<file path="src/rtl/vc_sched_pkg.sv">
// Shared types and constants for the VC plane scheduler.
package vc_sched_pkg;

    typedef enum logic {
        IDLE = 1'b0,
        HOLD = 1'b1
    } sched_state_t;

    localparam int W_PLANE0_DEF = 3;
    localparam int W_OTHER_DEF  = 1;

    // Index width for n planes, never narrower than one bit.
    function automatic int idx_width(input int n);
        return (n <= 2) ? 1 : $clog2(n);
    endfunction

endpackage

</file>
<file path="src/rtl/rr_next_pick.sv">
// Combinational wrap-around search: first set bit of elig at or above start.
module rr_next_pick
    import vc_sched_pkg::*;
#(
    parameter int VC    = 4,
    parameter int IDX_W = idx_width(VC)
) (
    input  logic [VC-1:0]    elig,
    input  logic [IDX_W-1:0] start,
    output logic             found,
    output logic [IDX_W-1:0] idx
);

    logic [IDX_W-1:0] pos;

    // Scan from farthest to nearest offset so the nearest hit is written last.
    always_comb begin
        found = 1'b0;
        idx   = '0;
        pos   = '0;
        for (int k = VC - 1; k >= 0; k--) begin
            pos = IDX_W'((int'(start) + k) % VC);
            if (elig[pos]) begin
                found = 1'b1;
                idx   = pos;
            end
        end
    end

endmodule

</file>
<file path="src/rtl/vc_plane_scheduler.sv">
// Weighted, credit-aware round-robin selection of the active VC plane.
//
//   state | meaning
//   IDLE  | no plane granted, search from the pointer
//   HOLD  | plane planeSel owns the datapath, holdCnt cycles remain
module vc_plane_scheduler
    import vc_sched_pkg::*;
#(
    parameter int VC       = 4,
    parameter int WEIGHT_W = 4,
    parameter int IDX_W    = idx_width(VC)
) (
    input  logic                   clk,
    input  logic                   rst,
    input  logic [VC-1:0]          vcRequest,
    input  logic [VC-1:0]          vcCredit,
    input  logic [VC*WEIGHT_W-1:0] weightCfg,
    input  logic                   cfgLoad,
    output logic [IDX_W-1:0]       planeSel,
    output logic [VC-1:0]          planeOneHot,
    output logic                   planeValid,
    output logic                   planeSwitch
);

    sched_state_t        state, state_nxt;
    logic [WEIGHT_W-1:0] weight [VC];
    logic [WEIGHT_W-1:0] holdCnt, cnt_nxt;
    logic [IDX_W-1:0]    ptr, ptr_nxt;
    logic [IDX_W-1:0]    sel_nxt;
    logic [VC-1:0]       onehot_nxt;
    logic                switch_nxt;
    logic [VC-1:0]       elig;
    logic [IDX_W-1:0]    search_start;
    logic [IDX_W-1:0]    cur_plus1;
    logic                pick_found;
    logic [IDX_W-1:0]    pick_idx;

    assign planeValid = (state == HOLD);
    assign cur_plus1  = (planeSel == IDX_W'(VC - 1)) ? '0 : planeSel + IDX_W'(1);

    // A plane competes only with a flit, a credit and a non-zero weight.
    always_comb begin
        elig = '0;
        for (int i = 0; i < VC; i++) begin
            elig[i] = vcRequest[i] & vcCredit[i] & (weight[i] != '0);
        end
    end

    // IDLE searches from the pointer; HOLD searches from the plane after cur.
    always_comb begin
        search_start = (state == IDLE) ? ptr : cur_plus1;
    end

    rr_next_pick #(
        .VC    (VC),
        .IDX_W (IDX_W)
    ) u_pick (
        .elig  (elig),
        .start (search_start),
        .found (pick_found),
        .idx   (pick_idx)
    );

    // Next-state and next-output decision.
    always_comb begin
        state_nxt  = state;
        sel_nxt    = planeSel;
        cnt_nxt    = holdCnt;
        ptr_nxt    = ptr;
        switch_nxt = 1'b0;
        case (state)
            IDLE: begin
                if (pick_found) begin
                    state_nxt  = HOLD;
                    sel_nxt    = pick_idx;
                    cnt_nxt    = weight[pick_idx] - WEIGHT_W'(1);
                    ptr_nxt    = (pick_idx == IDX_W'(VC - 1)) ? '0 : pick_idx + IDX_W'(1);
                    switch_nxt = 1'b1;
                end
            end
            HOLD: begin
                if (elig[planeSel] && (holdCnt != '0)) begin
                    cnt_nxt = holdCnt - WEIGHT_W'(1);
                end else if (pick_found) begin
                    sel_nxt    = pick_idx;
                    cnt_nxt    = weight[pick_idx] - WEIGHT_W'(1);
                    ptr_nxt    = (pick_idx == IDX_W'(VC - 1)) ? '0 : pick_idx + IDX_W'(1);
                    switch_nxt = (pick_idx != planeSel);
                end else begin
                    state_nxt = IDLE;
                    sel_nxt   = '0;
                    cnt_nxt   = '0;
                end
            end
            default: state_nxt = IDLE;
        endcase
        onehot_nxt = (state_nxt == HOLD) ? (VC'(1) << sel_nxt) : '0;
    end

    // State, grant outputs and hold counter.
    always_ff @(posedge clk or posedge rst) begin
        if (rst) begin
            state       <= IDLE;
            planeSel    <= '0;
            planeOneHot <= '0;
            planeSwitch <= 1'b0;
            holdCnt     <= '0;
            ptr         <= '0;
        end else begin
            state       <= state_nxt;
            planeSel    <= sel_nxt;
            planeOneHot <= onehot_nxt;
            planeSwitch <= switch_nxt;
            holdCnt     <= cnt_nxt;
            ptr         <= ptr_nxt;
        end
    end

    // Weight registers; a grant on the load edge still sees the old values.
    always_ff @(posedge clk or posedge rst) begin
        if (rst) begin
            for (int i = 0; i < VC; i++) begin
                weight[i] <= (i == 0) ? WEIGHT_W'(W_PLANE0_DEF) : WEIGHT_W'(W_OTHER_DEF);
            end
        end else if (cfgLoad) begin
            for (int i = 0; i < VC; i++) begin
                weight[i] <= weightCfg[i*WEIGHT_W +: WEIGHT_W];
            end
        end
    end

endmodule
</file>
<file path="config.mk">
export PLATFORM = sky130hd
export DESIGN_NAME = vc_plane_scheduler
export DESIGN_NICKNAME = d
export VERILOG_FILES = /design/src/rtl/vc_sched_pkg.sv /design/src/rtl/rr_next_pick.sv /design/src/rtl/vc_plane_scheduler.sv
export SDC_FILE = /design/constraint.sdc
export NUM_CORES = 1
export LEC_CHECK = 0
export CORE_MARGIN = 8
export CORE_UTILIZATION = 51
export DETAILED_ROUTE_END_ITERATION = 16
export GPL_TIMING_DRIVEN = 0
export PLACE_DENSITY = 0.8
export SLEW_MARGIN = 20
export SYNTH_ARGS = -nofsm -noshare
export SYNTH_HDL_FRONTEND = slang
export SYNTH_HIERARCHICAL = 1
export SYNTH_SLANG_ARGS = --single-unit
</file>
<file path="constraint.sdc">
create_clock -name clk -period 3.6 [get_ports clk]
set_input_delay 1.08 -clock clk [delete_from_list [all_inputs] [get_ports clk]]
set_output_delay 1.08 -clock clk [all_outputs]
set_load 0.02 [all_outputs]
</file>
# After elaboration in Yosys (flattened, before gate mapping)

Index checks and enable logic that the tools add are counted.

Bits in registers: 30
Input port bits: 27
Output and inout port bits: 8
Logic and storage cells: 87

$add $sub $neg: 7
Order comparisons: 6
Equal/unequal tests: 5
Shift operators: 1
Multiplexer cells: 42
Bitwise gates (word level): 10
Reduce and logical (&&, ||, !) cells: 6

Operators with widths:

| cell                                                                 | count |
|---|---|
| 2-bit 2-to-1 mux                                                     | 12 |
| 4-bit 2-to-1 mux                                                     | 6 |
| 4-bit nonzero test                                                   | 5 |
| 2-bit by 3-bit < comparator with 1-bit output, second input constant | 5 |
| 1-bit 2-to-1 mux                                                     | 13 |
| 1-bit binary-select mux with 2-bit select                            | 5 |
| 1-bit AND                                                            | 8 |
| 4-bit binary-select mux with 2-bit select                            | 1 |
| 2-bit case mux with 2 select lines                                   | 2 |
| 4-bit case mux with 2 select lines                                   | 1 |
| 4-bit by 1-bit subtractor with 4-bit output, second input constant   | 2 |
| 2-bit by 1-bit adder with 2-bit output, second input constant        | 3 |
| 2-bit adder, second input constant                                   | 2 |
| 2-bit equality test, second input constant                           | 2 |
| 2-bit inequality test, second input constant                         | 2 |
| 1-bit case mux with 2 select lines                                   | 2 |
| 1-bit by 2-bit << shifter with 4-bit output, first input constant    | 1 |
| 3-bit >= comparator, second input constant                           | 1 |
| 2-bit inverter with 3-bit output                                     | 1 |
| 2-bit inequality test                                                | 1 |
| 1-bit logical AND                                                    | 1 |
| 1-bit inverter                                                       | 1 |

# Logic depth before layout (Yosys ltp)

Depth in word-level cells: 18
Depth in mapped cells: 12
Gate-level depth less buffers: 11

# Modules after synthesis

Netlist, hierarchy kept.

By module, submodules not included:

| module             | instances | cells each | area each (um^2) | seq. area each (um^2) |
|---|---|---|---|---|
| vc_plane_scheduler | 1         | 132        | 1621.6           | 757.0 |
| rr_next_pick       | 1         | 13         | 77.6             | 0.0 |

# Least setup slack after synthesis

Ideal clock, no wire load.

Path kind: input-to-reg
From: in vcRequest[3]
To: reg holdCnt[2]
Setup time: 0.138 ns
Arrival time: 2.875 ns
Path slack: 0.587 ns
Stages: 11
Buffers on the path: 1
Cell sequence: nand2_1 > nor2_1 > nand2b_1 > a211oi_1 > nor2_1 > clkbuf_1 > mux4_2 > inv_1 > ha_1 > xnor2_1 > o221ai_1

Cells in the longest elaborated chain, start to end: 16

Ends and longest elaborated chain:

| element                                                  | line                                               | source |
|---|---|---|
| from (decl)                                              | vc_plane_scheduler.sv:15                           | `input logic [VC-1:0] vcRequest,` |
| 1-bit AND * (2 in series)                                | vc_plane_scheduler.sv:45                           | `elig[i] = vcRequest[i] & vcCredit[i] & (weight[i] != '0);` |
| net elig[3]                                              | vc_plane_scheduler.sv:32                           | `logic [VC-1:0] elig;` |
| 1-bit binary-select mux with 2-bit select                | rr_next_pick.sv:23                                 | `if (elig[pos]) begin` |
| 1-bit 2-to-1 mux (not written as such)                   | rr_next_pick.sv:23                                 |  |
| 2-bit 2-to-1 mux (3 in series)                           | rr_next_pick.sv:23                                 |  |
| 2-bit 2-to-1 mux *                                       | rr_next_pick.sv:23                                 |  |
| net pick_idx[1]                                          | vc_plane_scheduler.sv:36                           | `logic [IDX_W-1:0] pick_idx;` |
| 2-bit inverter with 3-bit output (not written as such) * | vc_plane_scheduler.sv:76, vc_plane_scheduler.sv:86 |  |
| 4-bit binary-select mux with 2-bit select *              | vc_plane_scheduler.sv:76, vc_plane_scheduler.sv:86 |  |
| 4-bit 2-to-1 mux (not written as such) * (2 in series)   | vc_plane_scheduler.sv:76, vc_plane_scheduler.sv:86 |  |
| 4-bit by 1-bit subtractor with 4-bit output *            | vc_plane_scheduler.sv:76, vc_plane_scheduler.sv:86 |  |
| 4-bit 2-to-1 mux                                         | vc_plane_scheduler.sv:84                           | `end else if (pick_found) begin` |
| 4-bit 2-to-1 mux                                         | vc_plane_scheduler.sv:82                           | `if (elig[planeSel] && (holdCnt != '0)) begin` |
| 4-bit case mux with 2 select lines *                     | vc_plane_scheduler.sv:71                           | `case (state)` |
| to (signal assigned)                                     | vc_plane_scheduler.sv:114                          | `holdCnt <= cnt_nxt;` |
| to (decl)                                                | vc_plane_scheduler.sv:27                           | `logic [WEIGHT_W-1:0] holdCnt, cnt_nxt;` |

Mark *: on every way through the listed nets, which the timed path passes. The rest lies on a longest branch. The select of a mux whose other input is x is not followed.
A chain may end at the register's enable or synchronous reset.

# Worst setup path in the final report

From: in vcCredit[3]
To: reg holdCnt[2]

Cells in the longest elaborated chain, start to end: 16

Ends and longest elaborated chain:

| element                                                  | line                                               | source |
|---|---|---|
| from (decl)                                              | vc_plane_scheduler.sv:16                           | `input logic [VC-1:0] vcCredit,` |
| 1-bit AND * (2 in series)                                | vc_plane_scheduler.sv:45                           |  |
| net elig[3]                                              | vc_plane_scheduler.sv:32                           |  |
| 1-bit binary-select mux with 2-bit select                | rr_next_pick.sv:23                                 |  |
| 1-bit 2-to-1 mux (not written as such)                   | rr_next_pick.sv:23                                 |  |
| 2-bit 2-to-1 mux (3 in series)                           | rr_next_pick.sv:23                                 |  |
| 2-bit 2-to-1 mux *                                       | rr_next_pick.sv:23                                 |  |
| net pick_idx[1]                                          | vc_plane_scheduler.sv:36                           |  |
| 2-bit inverter with 3-bit output (not written as such) * | vc_plane_scheduler.sv:76, vc_plane_scheduler.sv:86 |  |
| 4-bit binary-select mux with 2-bit select *              | vc_plane_scheduler.sv:76, vc_plane_scheduler.sv:86 |  |
| 4-bit 2-to-1 mux (not written as such) * (2 in series)   | vc_plane_scheduler.sv:76, vc_plane_scheduler.sv:86 |  |
| 4-bit by 1-bit subtractor with 4-bit output *            | vc_plane_scheduler.sv:76, vc_plane_scheduler.sv:86 |  |
| 4-bit 2-to-1 mux                                         | vc_plane_scheduler.sv:84                           |  |
| 4-bit 2-to-1 mux                                         | vc_plane_scheduler.sv:82                           |  |
| 4-bit case mux with 2 select lines *                     | vc_plane_scheduler.sv:71                           |  |

Marks and branches as above.

==> summary.md <==
| Metric | Value |
|---|---|
| Run status | finished clean |
| DIE AREA | roughly 5400 um^2 |
| Num CTS Buffers | 5 |
| RSZ-0062 raised after global routing | no |
| Synth warn | 6 |
| Synthesized flop and latch total | 30 |
| Synthesized Nets | 176 |
| Grt ovf | 0 |
| Crit end category | register |
| Routed vias/inst | 5.53 |
| Die X | roughly 74 um |
| Hold endpoint | ptr[0] |
| Cells after synthesis | ~150 |
| Leakage | 0.870 nW |
| Cell taking the most area after synthesis | dfrtp_1 |
| Actual slew at the worst max-slew pin | between 600 and 700 ps |
| Crit share post-route | approximately 95% |
| Clk_lat worst skew | roughly 330 ps |
| CTS clk-pin slew, worst paths | 90 ps |
| Bufs on Longest Clock Path | 2 |
| Post-synth EDFFs | 0 |
| CP Launch Type | input pin |
| Final setup violation count | 0 |
| CTS HTree Levels | 2 |
| Min-delay worst type | reg -> reg |
| Worst flop-to-flop path startpoint | planeSel[0] |
| Reg-to-reg endpoint | holdCnt[2] |
| Min-delay src | ptr[0] |
| Hold Worst Slack | 480 ps |
| Max frequency | 291 MHz |
| Reg2reg setup slack | about 420 ps |
| Power per cell area | 566 nW/um^2 |
| Post-Route WL | about 3.7 mm |
| Post-route antenna net violation count | 0 |
| Max_cap viols | 0 |
| Final Util | 65.6% |
| Seq/Total Area, Yosys | 44.6% |
| Synth cell types | 40 |
| Vias in the first global route | 1,491 |
| Initial Utilization | 52.2% |
| Final HPWL DP | 2.87 mm |
| Num ports | 35 |
| CTS tree | built |
| Top cell type's share of synthesized area | between 30 and 40% |
| Fillers | 284 |
| Drt initial violations | 128 |
| Relative slew slack | 59.1% |
| Final slew viol count | 0 |
| First-pass iteration count of the detailed router | 4 |
| Root buffer cell | clkbuf_4 |
| Core ar. | 3260 um^2 |
| Syn_area_per_cell | 11.7 um^2 |
| Post-DR wirelength/cell | 15.8 um |
| Worst Reg-to-Reg Cells | 11 |
| Crit path required time | around 3800 ps |
| # hold bufs at CTS | 0 |
| Asr flop ratio synth | 100% |
| Worst Path Arrival | between 3000 and 4000 ps |
| Overall Global Routing Usage | 15.0% |
| I/O Buffers | 33 |
| Placer Congestion | 0.811 |
| Top post-synthesis cells by area | dfrtp_1 37%, mux2_2 12%, dfstp_2 7.7% |
| Pin count of the biggest net entering global routing | 31 |
| Mapped Area | 1700 um^2 |
| Global-route wire length before repair | approximately 6.3 mm |
| # resized after CTS | 0 |
| Vias | 1,284 |
| Clock skew | 9.85 ps |
| Antenna violations before repair | 0 |
| Nets | ~220 |
| Synth Flop Type | dfrtp_1 |
| Antenna diode count | 0 |
| Cell depth of the worst hold path | 2 |
| Layout Area Growth over Synthesis | 25.7% |
| Post-CTS Setup Inserts | 0 |
| Critical path type | in -> reg |
| Final Hold Viols | 0 |
| Minimum clock period | 3440 ps |
| Critical-path maximum fanout | 9 |
| Worst vdd ir | between 200 and 300 uV |
| Final routed DRC violation total | 0 |
| Cell row count | 21 |
| Clock Sinks | 30 |
| Die H | between 70 and 80 um |
| Layout cells sized above 1 | 25.8% |
-- final cells by class --
class	instances	area [um^2]	share of cell area [%]
Buffer	6	25.0	1.17
Tap cell	46	57.6	2.69
Sequential cell	30	757	35.4
Timing Repair Buffer	33	330	15.5
Inverter	7	26.3	1.23
Clock buffer	8	48.8	2.28
Multi-Input combinational cell	102	891	41.7
-- worst max-delay path by stage --
| stage | startpoint | cells after the start | to |
|---|---|---|---|
| final | vcCredit[3] | 12 | holdCnt[2] |
| after global routing | vcCredit[3] | 12 | holdCnt[2] |
| after CTS | vcRequest[3] | 12 | holdCnt[2] |
| after detailed placement | vcRequest[3] | 12 | holdCnt[2] |
| after global placement | vcRequest[3] | 12 | holdCnt[2] |
| after floorplan | vcRequest[3] | 11 | holdCnt[2] |
-- cells in the mapped netlist (2+ instances only) --
cell type	number
dfrtp_1	25
mux2_2	18
nand2_1	14
nor2_1	13
inv_1	7
dfstp_2	5
ha_1	4
mux4_2	4
nand2b_1	4
xnor2_1	4
a21oi_1	3
clkbuf_1	3
nor3_1	3
nor4_2	3
o221ai_1	3
buf_2	2
mux2i_1	2
nor3b_1	2
o211ai_4	2
o21a_1	2
o21ai_0	2
o22ai_1	2
-- layout by cell type, fill, tap and decap left out, drive strengths merged, types with 2 or more instances in the layout --
master         synthesis  final
o21a                   2      2
inv                    7      7
o22ai                  2      2
nor4                   4      4
xnor2                  4      4
buf                    3      3
mux4                   4      4
clkbuf                 3     11
o211ai                 2      2
dfrtp                 25     25
nor3b                  3      3
a211oi                 2      2
ha                     4      4
mux2                  19     19
nand2                 14     14
a21oi                  3      3
dfstp                  5      5
nor2                  13     13
clkdlybuf4s50          0     33
nor3                   4      4
nand3                  2      2
o21ai                  3      3
nand2b                 4      4
mux2i                  2      2
o221ai                 3      3
-- stage by stage --
| step | std cells | cell area (um^2) | setup TNS [ps] | total power [mW] | worst slack (ps) |
|---|---|---|---|---|---|
| detailed placement | 224 | 2090 | -258 | 1.02 | -158 |
| CTS | 232 | 2140 | 0 | 1.21 | 172 |
| finish | 232 | 2140 | 0 | 1.21 | 165 |
| global route | 232 | 2140 | 0 | 1.29 | 15.0 |
| floorplan | 145 | 1700 | 0 | 0.856 | 587 |
| global placement | 224 | 2090 | -214 | 0.995 | -128 |
-- power by group --
part	leakage [nW]	switching, mW	total, mW	internal, mW
registers	0.355	0.0660	0.486	0.420
clock network	0.0265	0.114	0.192	0.0777
logic	0.488	0.263	0.531	0.268
-- worst max-delay path: stages --
cell	delay, ps
clkdlybuf4s50_1	460
nand2_1	60
nor2_1	180
nand2b_1	140
a211oi_1	70
nor2_1	150
clkbuf_1	410
mux4_2	610
inv_1	80
ha_1	150
xnor2_1	120
o221ai_1	130
-- flip-flops by register name (all words and copies together), names as in the netlist --
name,cells
planeSel,2
planeValid,1
weight,16
holdCnt,4
planeOneHot,4
ptr,2
planeSwitch,1
-- logic make-up after synthesis --
group | Yosys count | synth area share, %
and+or+nand+nor | 47 | 17.0
adders and majority gates | 4 | 2.95
muxes | 25 | 19.3
DFF | 30 | 44.6
AOI/OAI and AO/OA | 22 | 11.1
buffers and inverters | 13 | 3.02
xor gates and xnor gates | 4 | 2.06
-- routing by layer --
metal  up-vias  track usage [%]  wire, um
met5         -                0         0
met3         8             4.91       247
met2        40             28.3      1990
met1       632             13.8      1380
li1        604                -         -
met4         0             7.76        53
Power figures use the tool's default switching activity.
